**src/rtl/e203_dtcm_ram_ctrl.sv**
```systemverilog
// ---------------------------------------------------------------------------
// e203_dtcm_ram_ctrl
//   Initiator-side controller for the DTCM SRAM macro. Turns an ICB-style
//   command/response handshake into single-cycle RAM strobes and returns the
//   macro's read data as the response. It also sequences the macro power pins
//   (light sleep / deep sleep / shutdown) from idle timers.
//
// Ports
//   clk, rst_n             clock, synchronous active-low reset
//   icb_cmd_*              command channel (valid/ready, read, byte addr,
//                          wdata, wmask)
//   icb_rsp_*              response channel (valid/ready, rdata, err)
//   pwr_sd_req             level shutdown request
//   ctrl_busy              not ACTIVE or a response is outstanding
//   ram_sd/ds/ls           registered, one-hot-or-zero power pins
//   ram_cs/we/addr/wem/din RAM access strobes (combinational from accept)
//   ram_dout               RAM read data, valid the cycle after a read cs
// ---------------------------------------------------------------------------
module e203_dtcm_ram_ctrl #(
    parameter int AW       = 14,
    parameter int DW       = 32,
    parameter int MW       = 4,
    parameter int LS_IDLE  = 16,
    parameter int DS_IDLE  = 256,
    parameter int WAKE_CYC = 2
) (
    input  logic          clk,
    input  logic          rst_n,
    input  logic          icb_cmd_valid,
    output logic          icb_cmd_ready,
    input  logic          icb_cmd_read,
    input  logic [AW+1:0] icb_cmd_addr,
    input  logic [DW-1:0] icb_cmd_wdata,
    input  logic [MW-1:0] icb_cmd_wmask,
    output logic          icb_rsp_valid,
    input  logic          icb_rsp_ready,
    output logic [DW-1:0] icb_rsp_rdata,
    output logic          icb_rsp_err,
    input  logic          pwr_sd_req,
    output logic          ctrl_busy,
    output logic          ram_sd,
    output logic          ram_ds,
    output logic          ram_ls,
    output logic          ram_cs,
    output logic          ram_we,
    output logic [AW-1:0] ram_addr,
    output logic [MW-1:0] ram_wem,
    output logic [DW-1:0] ram_din,
    input  logic [DW-1:0] ram_dout
);

    localparam int IDLE_MAX = (LS_IDLE > DS_IDLE) ? LS_IDLE : DS_IDLE;
    localparam int IW       = (IDLE_MAX > 1) ? $clog2(IDLE_MAX) : 1;
    localparam int WW       = (WAKE_CYC > 1) ? $clog2(WAKE_CYC) : 1;

    localparam logic [IW-1:0] LS_LAST   = IW'(LS_IDLE - 1);
    localparam logic [IW-1:0] DS_LAST   = IW'(DS_IDLE - 1);
    localparam logic [WW-1:0] WAKE_LAST = WW'(WAKE_CYC - 1);

    typedef enum logic [2:0] {
        ST_ACTIVE,
        ST_LS,
        ST_DS,
        ST_SD,
        ST_WAKE
    } pwr_state_e;

    pwr_state_e    state_q;
    logic [IW-1:0] idle_cnt_q;
    logic [WW-1:0] wake_cnt_q;
    logic          ram_ls_q, ram_ds_q, ram_sd_q;

    logic          rsp_valid_q, rsp_valid_d;
    logic          rsp_err_q, rsp_err_d;
    logic          rsp_rd_q, rsp_rd_d;

    logic          cmd_ready;
    logic          accept;
    logic          aligned;
    logic          ram_acc;

    // Gating with rst_n keeps the reset cycle free of any RAM access even
    // though the strobes are combinational from the command inputs.
    assign cmd_ready = rst_n & (state_q == ST_ACTIVE) & ~pwr_sd_req
                     & (~rsp_valid_q | icb_rsp_ready);
    assign accept    = icb_cmd_valid & cmd_ready;
    assign aligned   = (icb_cmd_addr[1:0] == 2'b00);
    assign ram_acc   = accept & aligned;

    assign icb_cmd_ready = cmd_ready;
    assign ram_cs        = ram_acc;
    assign ram_we        = ram_acc & ~icb_cmd_read;
    assign ram_addr      = ram_acc ? icb_cmd_addr[AW+1:2] : '0;
    assign ram_wem       = (ram_acc & ~icb_cmd_read) ? icb_cmd_wmask : '0;
    assign ram_din       = (ram_acc & ~icb_cmd_read) ? icb_cmd_wdata : '0;

    assign ram_ls = ram_ls_q;
    assign ram_ds = ram_ds_q;
    assign ram_sd = ram_sd_q;

    // ram_dout is held by the macro while cs=0, and no cs can occur while a
    // response is stalled, so read data can be passed straight through.
    assign icb_rsp_valid = rsp_valid_q;
    assign icb_rsp_err   = rsp_err_q;
    assign icb_rsp_rdata = (rsp_valid_q & rsp_rd_q) ? ram_dout : '0;
    assign ctrl_busy     = (state_q != ST_ACTIVE) | rsp_valid_q;

    always_comb begin
        rsp_valid_d = rsp_valid_q;
        rsp_err_d   = rsp_err_q;
        rsp_rd_d    = rsp_rd_q;
        if (accept) begin
            rsp_valid_d = 1'b1;
            rsp_err_d   = ~aligned;
            rsp_rd_d    = icb_cmd_read & aligned;
        end else if (rsp_valid_q && icb_rsp_ready) begin
            rsp_valid_d = 1'b0;
            rsp_err_d   = 1'b0;
            rsp_rd_d    = 1'b0;
        end
    end

    always_ff @(posedge clk) begin
        if (!rst_n) begin
            rsp_valid_q <= 1'b0;
            rsp_err_q   <= 1'b0;
            rsp_rd_q    <= 1'b0;
        end else begin
            rsp_valid_q <= rsp_valid_d;
            rsp_err_q   <= rsp_err_d;
            rsp_rd_q    <= rsp_rd_d;
        end
    end

    // Power FSM. Pins are updated together with the state so they always
    // reflect the state being entered.
    always_ff @(posedge clk) begin
        if (!rst_n) begin
            state_q    <= ST_ACTIVE;
            idle_cnt_q <= '0;
            wake_cnt_q <= '0;
            ram_ls_q   <= 1'b0;
            ram_ds_q   <= 1'b0;
            ram_sd_q   <= 1'b0;
        end else begin
            case (state_q)
                ST_ACTIVE: begin
                    if (pwr_sd_req && !rsp_valid_q) begin
                        state_q    <= ST_SD;
                        ram_sd_q   <= 1'b1;
                        idle_cnt_q <= '0;
                    end else if (accept || rsp_valid_q) begin
                        idle_cnt_q <= '0;
                    end else if (!icb_cmd_valid && idle_cnt_q == LS_LAST) begin
                        state_q    <= ST_LS;
                        ram_ls_q   <= 1'b1;
                        idle_cnt_q <= '0;
                    end else if (idle_cnt_q != '1) begin
                        idle_cnt_q <= idle_cnt_q + 1'b1;
                    end
                end
                ST_LS: begin
                    if (pwr_sd_req) begin
                        state_q  <= ST_SD;
                        ram_ls_q <= 1'b0;
                        ram_sd_q <= 1'b1;
                    end else if (icb_cmd_valid) begin
                        state_q    <= ST_WAKE;
                        ram_ls_q   <= 1'b0;
                        wake_cnt_q <= '0;
                    end else if (idle_cnt_q == DS_LAST) begin
                        state_q  <= ST_DS;
                        ram_ls_q <= 1'b0;
                        ram_ds_q <= 1'b1;
                    end else if (idle_cnt_q != '1) begin
                        idle_cnt_q <= idle_cnt_q + 1'b1;
                    end
                end
                ST_DS: begin
                    if (pwr_sd_req) begin
                        state_q  <= ST_SD;
                        ram_ds_q <= 1'b0;
                        ram_sd_q <= 1'b1;
                    end else if (icb_cmd_valid) begin
                        state_q    <= ST_WAKE;
                        ram_ds_q   <= 1'b0;
                        wake_cnt_q <= '0;
                    end
                end
                ST_SD: begin
                    if (!pwr_sd_req) begin
                        state_q    <= ST_WAKE;
                        ram_sd_q   <= 1'b0;
                        wake_cnt_q <= '0;
                    end
                end
                ST_WAKE: begin
                    if (pwr_sd_req) begin
                        state_q  <= ST_SD;
                        ram_sd_q <= 1'b1;
                    end else if (wake_cnt_q == WAKE_LAST) begin
                        state_q    <= ST_ACTIVE;
                        idle_cnt_q <= '0;
                    end else begin
                        wake_cnt_q <= wake_cnt_q + 1'b1;
                    end
                end
                default: begin
                    state_q  <= ST_ACTIVE;
                    ram_ls_q <= 1'b0;
                    ram_ds_q <= 1'b0;
                    ram_sd_q <= 1'b0;
                end
            endcase
        end
    end

endmodule

```
**config.mk**
```make
export PLATFORM = sky130hd
export DESIGN_NAME = e203_dtcm_ram_ctrl
export DESIGN_NICKNAME = d
export VERILOG_FILES = /design/src/rtl/e203_dtcm_ram_ctrl.sv
export SDC_FILE = /design/constraint.sdc
export NUM_CORES = 1
export LEC_CHECK = 0
export CORE_ASPECT_RATIO = 0.8
export CORE_UTILIZATION = 29
export CTS_CLUSTER_DIAMETER = 120
export DETAILED_ROUTE_END_ITERATION = 7
export GPL_TIMING_DRIVEN = 0
export PLACE_DENSITY = 0.94
export SETUP_SLACK_MARGIN = 0.5
export SLEW_MARGIN = 40
export SYNTH_ARGS = -nofsm -noshare
export SYNTH_HDL_FRONTEND = slang
export SYNTH_SLANG_ARGS = --single-unit
```
**constraint.sdc**
```tcl
create_clock -name clk -period 2.86 [get_ports clk]
set_input_delay 0.572 -clock clk [delete_from_list [all_inputs] [get_ports clk]]
set_output_delay 0.572 -clock clk [all_outputs]
set_load 0.005 [all_outputs]
```
After elaboration in Yosys (flattened, before gate mapping)

Index checks and enable logic that the tools add are counted.
Widths: inputs -> output; s select.

Logic and storage cells: 126
Flip-flop bits (word level): 18
Output and inout port bits: 91

Bitwise gates (word level): 16
Equal/unequal tests: 26
Add/subtract/negate cells: 2
Mux-type cells: 51
Reduce and logical (&&, ||, !) cells: 22

Operator list:

| kind                | count |
|---|---|
| $mux 8              | 9 |
| $mux 32             | 2 |
| $mux 3              | 11 |
| $pmux 8 s3          | 1 |
| $mux 1              | 21 |
| $ne 2x2->1 const B  | 10 |
| $pmux 3 s5          | 1 |
| $reduce_and 5->1    | 3 |
| $mux 14             | 1 |
| $pmux 1 s3          | 4 |
| $reduce_and 6->1    | 2 |
| $ne 3x3->1 const B  | 3 |
| $reduce_bool 3->1   | 3 |
| $reduce_or 3->1     | 3 |
| $add 8x1->8 const B | 1 |
| $and 1x1->1         | 8 |
| $eq 8x4->1 const B  | 1 |
| $eq 8x8->1 const B  | 1 |
| $ne 2x1->1 const B  | 4 |
| $ne 8x8->1 const B  | 1 |
| $eq 3x2->1 const B  | 2 |
| $not 1->1           | 6 |
| $mux 4              | 1 |
| $ne 4x4->1 const B  | 1 |
| 13 further kinds    | 17 |

Logic depth before layout (Yosys ltp)

Depth after elaboration: 9
Gate-level depth with buffers: 8
Gate-level depth less buffers: 6

Worst setup path after synthesis

Ideal clock, no wire load.

Kind: input to output
From: input pwr_sd_req
To: output ram_din[22]
Arrival time: 1859 ps
Path slack: 429 ps
Cell stages on the path: 8
Cells stage by stage: buf_2 -> clkinv_1 -> and4_1 -> nor4b_4 -> and2b_1 -> buf_4 -> buf_6 -> and2_1

Longest elaborated chain between the ends: 7

RTL lines:

| item               | RTL line | RTL |
|---|---|---|
| start: declaration | 39       | `input logic pwr_sd_req,` |
| $not 1->1          | 84       | `assign cmd_ready = rst_n & (state_q == ST_ACTIVE) & ~pwr_sd_req` |
| $and 1x1->1        | 84       |  |
| $and 1x1->1        | 85       | `& (~rsp_valid_q \| icb_rsp_ready);` |
| net icb_cmd_ready  | 30       | `output logic icb_cmd_ready,` |
| $and 1x1->1        | 86       | `assign accept = icb_cmd_valid & cmd_ready;` |
| $and 1x1->1        | 88       | `assign ram_acc = accept & aligned;` |
| $and 1x1->1        | n/a      |  |
| net ram_we         | 45       | `output logic ram_we,` |
| $mux 32            | 95       | `assign ram_din = (ram_acc & ~icb_cmd_read) ? icb_cmd_wdata : '0;` |
| end: declaration   | 48       | `output logic [DW-1:0] ram_din,` |

The timed path passes the listed nets, and every way through them passes these cells.

Worst setup path after layout

From: register state_q[1]
To: output ram_din[3]

Longest elaborated chain between the ends: 8

RTL lines:

| item                      | RTL line | RTL |
|---|---|---|
| start: declaration        | 68       | `pwr_state_e state_q;` |
| start signal: assignment  | 139      | `state_q <= ST_ACTIVE;` |
| start signal: assignment  | 149      | `state_q <= ST_SD;` |
| start signal: assignment  | 155      | `state_q <= ST_LS;` |
| $logic_not 3->1           | 84       |  |
| $and 1x1->1 (2 in series) | 84       |  |
| $and 1x1->1               | 85       |  |
| $and 1x1->1               | 86       |  |
| $and 1x1->1               | 88       |  |
| $and 1x1->1               | 95       |  |
| $mux 32                   | 95       |  |

Every way passes these cells.

==> key figures <==
Drt
  • Total routed wirelength: 9410 um
  • Ratio of routed vias to standard cells: 5.01
  • Iteration-0 DRC Markers: 201
  • Router iterations before antenna repair: 5
  • Highest metal used: met4
  • Count of unresolved DRC violations after routing: 0
  • Antenna-violating nets left: 0
  • Per-cell routed wire length: 17.6 um
  • Wl on met1: 3330 um
  • Number of vias after detailed routing: 2687
  • Met3 Routed Length: 655 um
  • Routed wl met2: 5060 um

Clocking
  • CTS tree: done
  • CTS H-tree lvls: 1
  • Clock insertion delay at the later pin of the skew report: 260 ps
  • Hold buffer count at CTS: 0
  • Sinks on Clock Net: 18
  • CTS buffer count: 3
  • Clock root buffer: clkbuf_8
  • Worst-case clock buffer depth: 2
  • Clock transition at the register clock pins on the worst setup and hold paths after CTS: 70 ps

Finish
  • Layout overhead on the synthesized area: 144%
  • Count of nets after finishing: 550
  • Ant. Diodes: 0
  • Core utilization of the finished layout: 75.3%
  • Fraction of layout cells with a size suffix above 1: 35.4%

GRT
  • Vias in the first global route: 2574
  • Antenna violations before repair: 0
  • Maximum number of pins on one net before global-route repair: 11
  • Global-route wire length before repair: 13100 um
  • GRT Util Overall: 27.0%
  • Overflow left after global routing: 0

Critical path
  • Reg-to-reg critical path startpoint: state_q[1]
  • Setup crit start kind: flip-flop
  • Arrival time at the worst endpoint: 2210 ps
  • Endpoint type of the worst setup path: output port
  • Data required time at the worst endpoint: 2290 ps
  • Critical setup path kind: flip-flop to output port
  • Worst Path Max Fanout: 7
  • Critical path startpoint: state_q[1]

Yosys
  • Average footprint of a synthesized cell: 7.18 um2
  • Cell types with the highest counts after synthesis: and2_1, and3_1, dfxtp_1
  • FFs w/ async S/R, synth: 0%
  • Summed instance area of the synthesized netlist: 1720 um2
  • FF+latch count, synth: 18
  • Count of yosys warnings during synthesis: 0
  • Number of instances in the synthesized netlist: 240
  • Proportion of synthesized chip area in sequential cells: 20.9%
  • Post-synth top area share: 20.9%
  • Most frequently used cell type in the post-synthesis netlist: and2_1
  • Commonest register cell after synthesis: dfxtp_1
  • Number of synthesized flops with an enable pin: 0
  • Synth Net Count: 331
  • Netlist cell types: 43
  • Leading area contributor after synthesis: dfxtp_1
  • Biggest area contributors in the synthesized netlist: dfxtp_1, and2_1, and3_1, nor2_1, o21ai_0

STA
  • Final setup vio count: 0
  • Max Clk Rate: 0.359 GHz
  • Unrepaired setup endpoints after global routing: yes
  • Slew at the pin closest to its max-slew limit: 661 ps
  • Headroom to the max-slew limit: 55.6%
  • Number of endpoints with negative hold slack in the final report: 0
  • Final critical path time including I/O delays and setup: 2780 ps
  • Post-Route Setup TNS: 0 ps
  • Layout Skew: 5.67 ps
  • Number of slew-limit violations in the final report: 0
  • Final period util: 97.3%

Placed design
  • DP Wirelength: 6700 um
  • Port-buffer cells: 178
  • RD Place Congestion: 0.921

Floorplan
  • Die area: 6260 um2
  • Number of placement rows: 24
  • Die Width: 88.2 um
  • Top-level I/O count: 181
  • Die height: 70.9 um
  • Effective utilization at floorplan: 30.8%
  • Core footprint: 5590 um2

Worst hold path
  • Class of the tightest hold or removal check: flip-flop to flip-flop
  • Beginning of the worst hold path: icb_rsp_err

Power
  • Cell leakage power: 1.96 nW
  • Largest vdd supply drop: 287 uV
  • Power per unit of standard cell area: 323 nW/um2

Flow run
  • # Max-Cap Violations: 0

Run status
  • Run status: finished clean
==> metrics by stage <==
step                      total power [mW]  hold WS (ps)  cell area (um2)  worst slack, ps  std cells
final                                 1.36           491             4200             77.0        536
after floorplan                      0.737           461             1740              504        240
after CTS                             1.31           471             3980              164        531
after global routing                  1.43           528             4200             16.2        536
after detailed placement              1.02           471             3620             -795        496
after global placement                1.01           457             3620             -766        496
==> kinds of logic after synthesis <==
logic type	Yosys count	share of synthesized area (%)
multiplexers	5	2.90
adder cells (fa/ha/maj)	2	1.31
AND/OR/NAND/NOR	146	50.2
flip-flops	18	20.9
AO/OA/AOI/OAI	40	15.5
buffers and inverters	26	7.62
XOR/XNOR	3	1.53
==> power by group <==
group          total [mW]  leakage (nW)  switching [mW]  internal (mW)
Clock               0.215        0.0288          0.0926          0.123
Combinational       0.799          1.78           0.388          0.411
Sequential          0.344         0.148          0.0487          0.295
Total                1.36          1.96           0.529          0.829
==> registers in the layout, summed over array words and instances, names as in the netlist <==
signal,cells
idle_cnt_q,8
ram_ls,1
icb_rsp_valid,1
rsp_rd_q,1
wake_cnt_q,1
state_q,3
ram_sd,1
icb_rsp_err,1
ram_ds,1
==> path summary, 6_finish.rpt <==
path | cells after the start | end | slack (ps)
worst min-delay path | 2 | icb_rsp_err | 490
worst max-delay path | 9 | ram_din[3] | 80
worst min register to register | 2 | icb_rsp_err | 490
worst max register to register | 9 | state_q[0] | 730
==> cell type report <==
type                            instances  area [um2]
Buffer                                 20         145
Clock buffer                            4        55.1
Fill cell                             394        1380
Inverter                                6        27.5
Multi-Input combinational cell        196        1340
Sequential cell                        18         367
Tap cell                               78        97.6
Timing Repair Buffer                  214        2170
==> cells in the final DEF (no fill, tap or decap), types with 2 or more instances in the layout <==
cell and n:
inv_1 4, nor2b_1 3, and2_4 41, a31oi_1 2, o2111ai_1 2, and2_1 10
buf_8 2, buf_4 14, clkbuf_8 4, and3_1 35, a32oi_1 2, nand2_1 12
dfxtp_1 15, o21ba_2 2, nand2b_1 2, buf_12 2, nand3_1 7, a21oi_1 9
buf_2 13, xor2_1 3, nor3_1 8, nand4_1 3, nor2_1 15, clkdlybuf4s50_1 122
dfxtp_2 2, o21ai_0 11, clkbuf_1 5, nor4_1 2, mux2i_1 5, clkbuf_4 2
buf_6 69, clkbuf_2 2, o211ai_1 4
==> metal layers <==
metal,vias to the layer above,track usage (%)
met4,0,8.78
met1,1249,28.5
met5,-,0
met3,31,4.67
li1,1275,-
met2,132,53.2
==> timing repair <==
action                     in CTS  in global routing
gates resized for setup       291                 53
buffers inserted               28                  5
cloned                          3                  0
pin swaps                      39                  7
setup endpoints to repair      84                 82
==> critical path: stages, from the launching register on <==
cell and delay [ps]:
dfxtp_2 340, nor3_4 210, and4_4 260, nor4b_4 320
and2b_1 230, buf_6 140, buf_6 120, buf_6 100
and2_1 110, buf_2 120
Note: power is estimated with default switching activity, not from simulation.
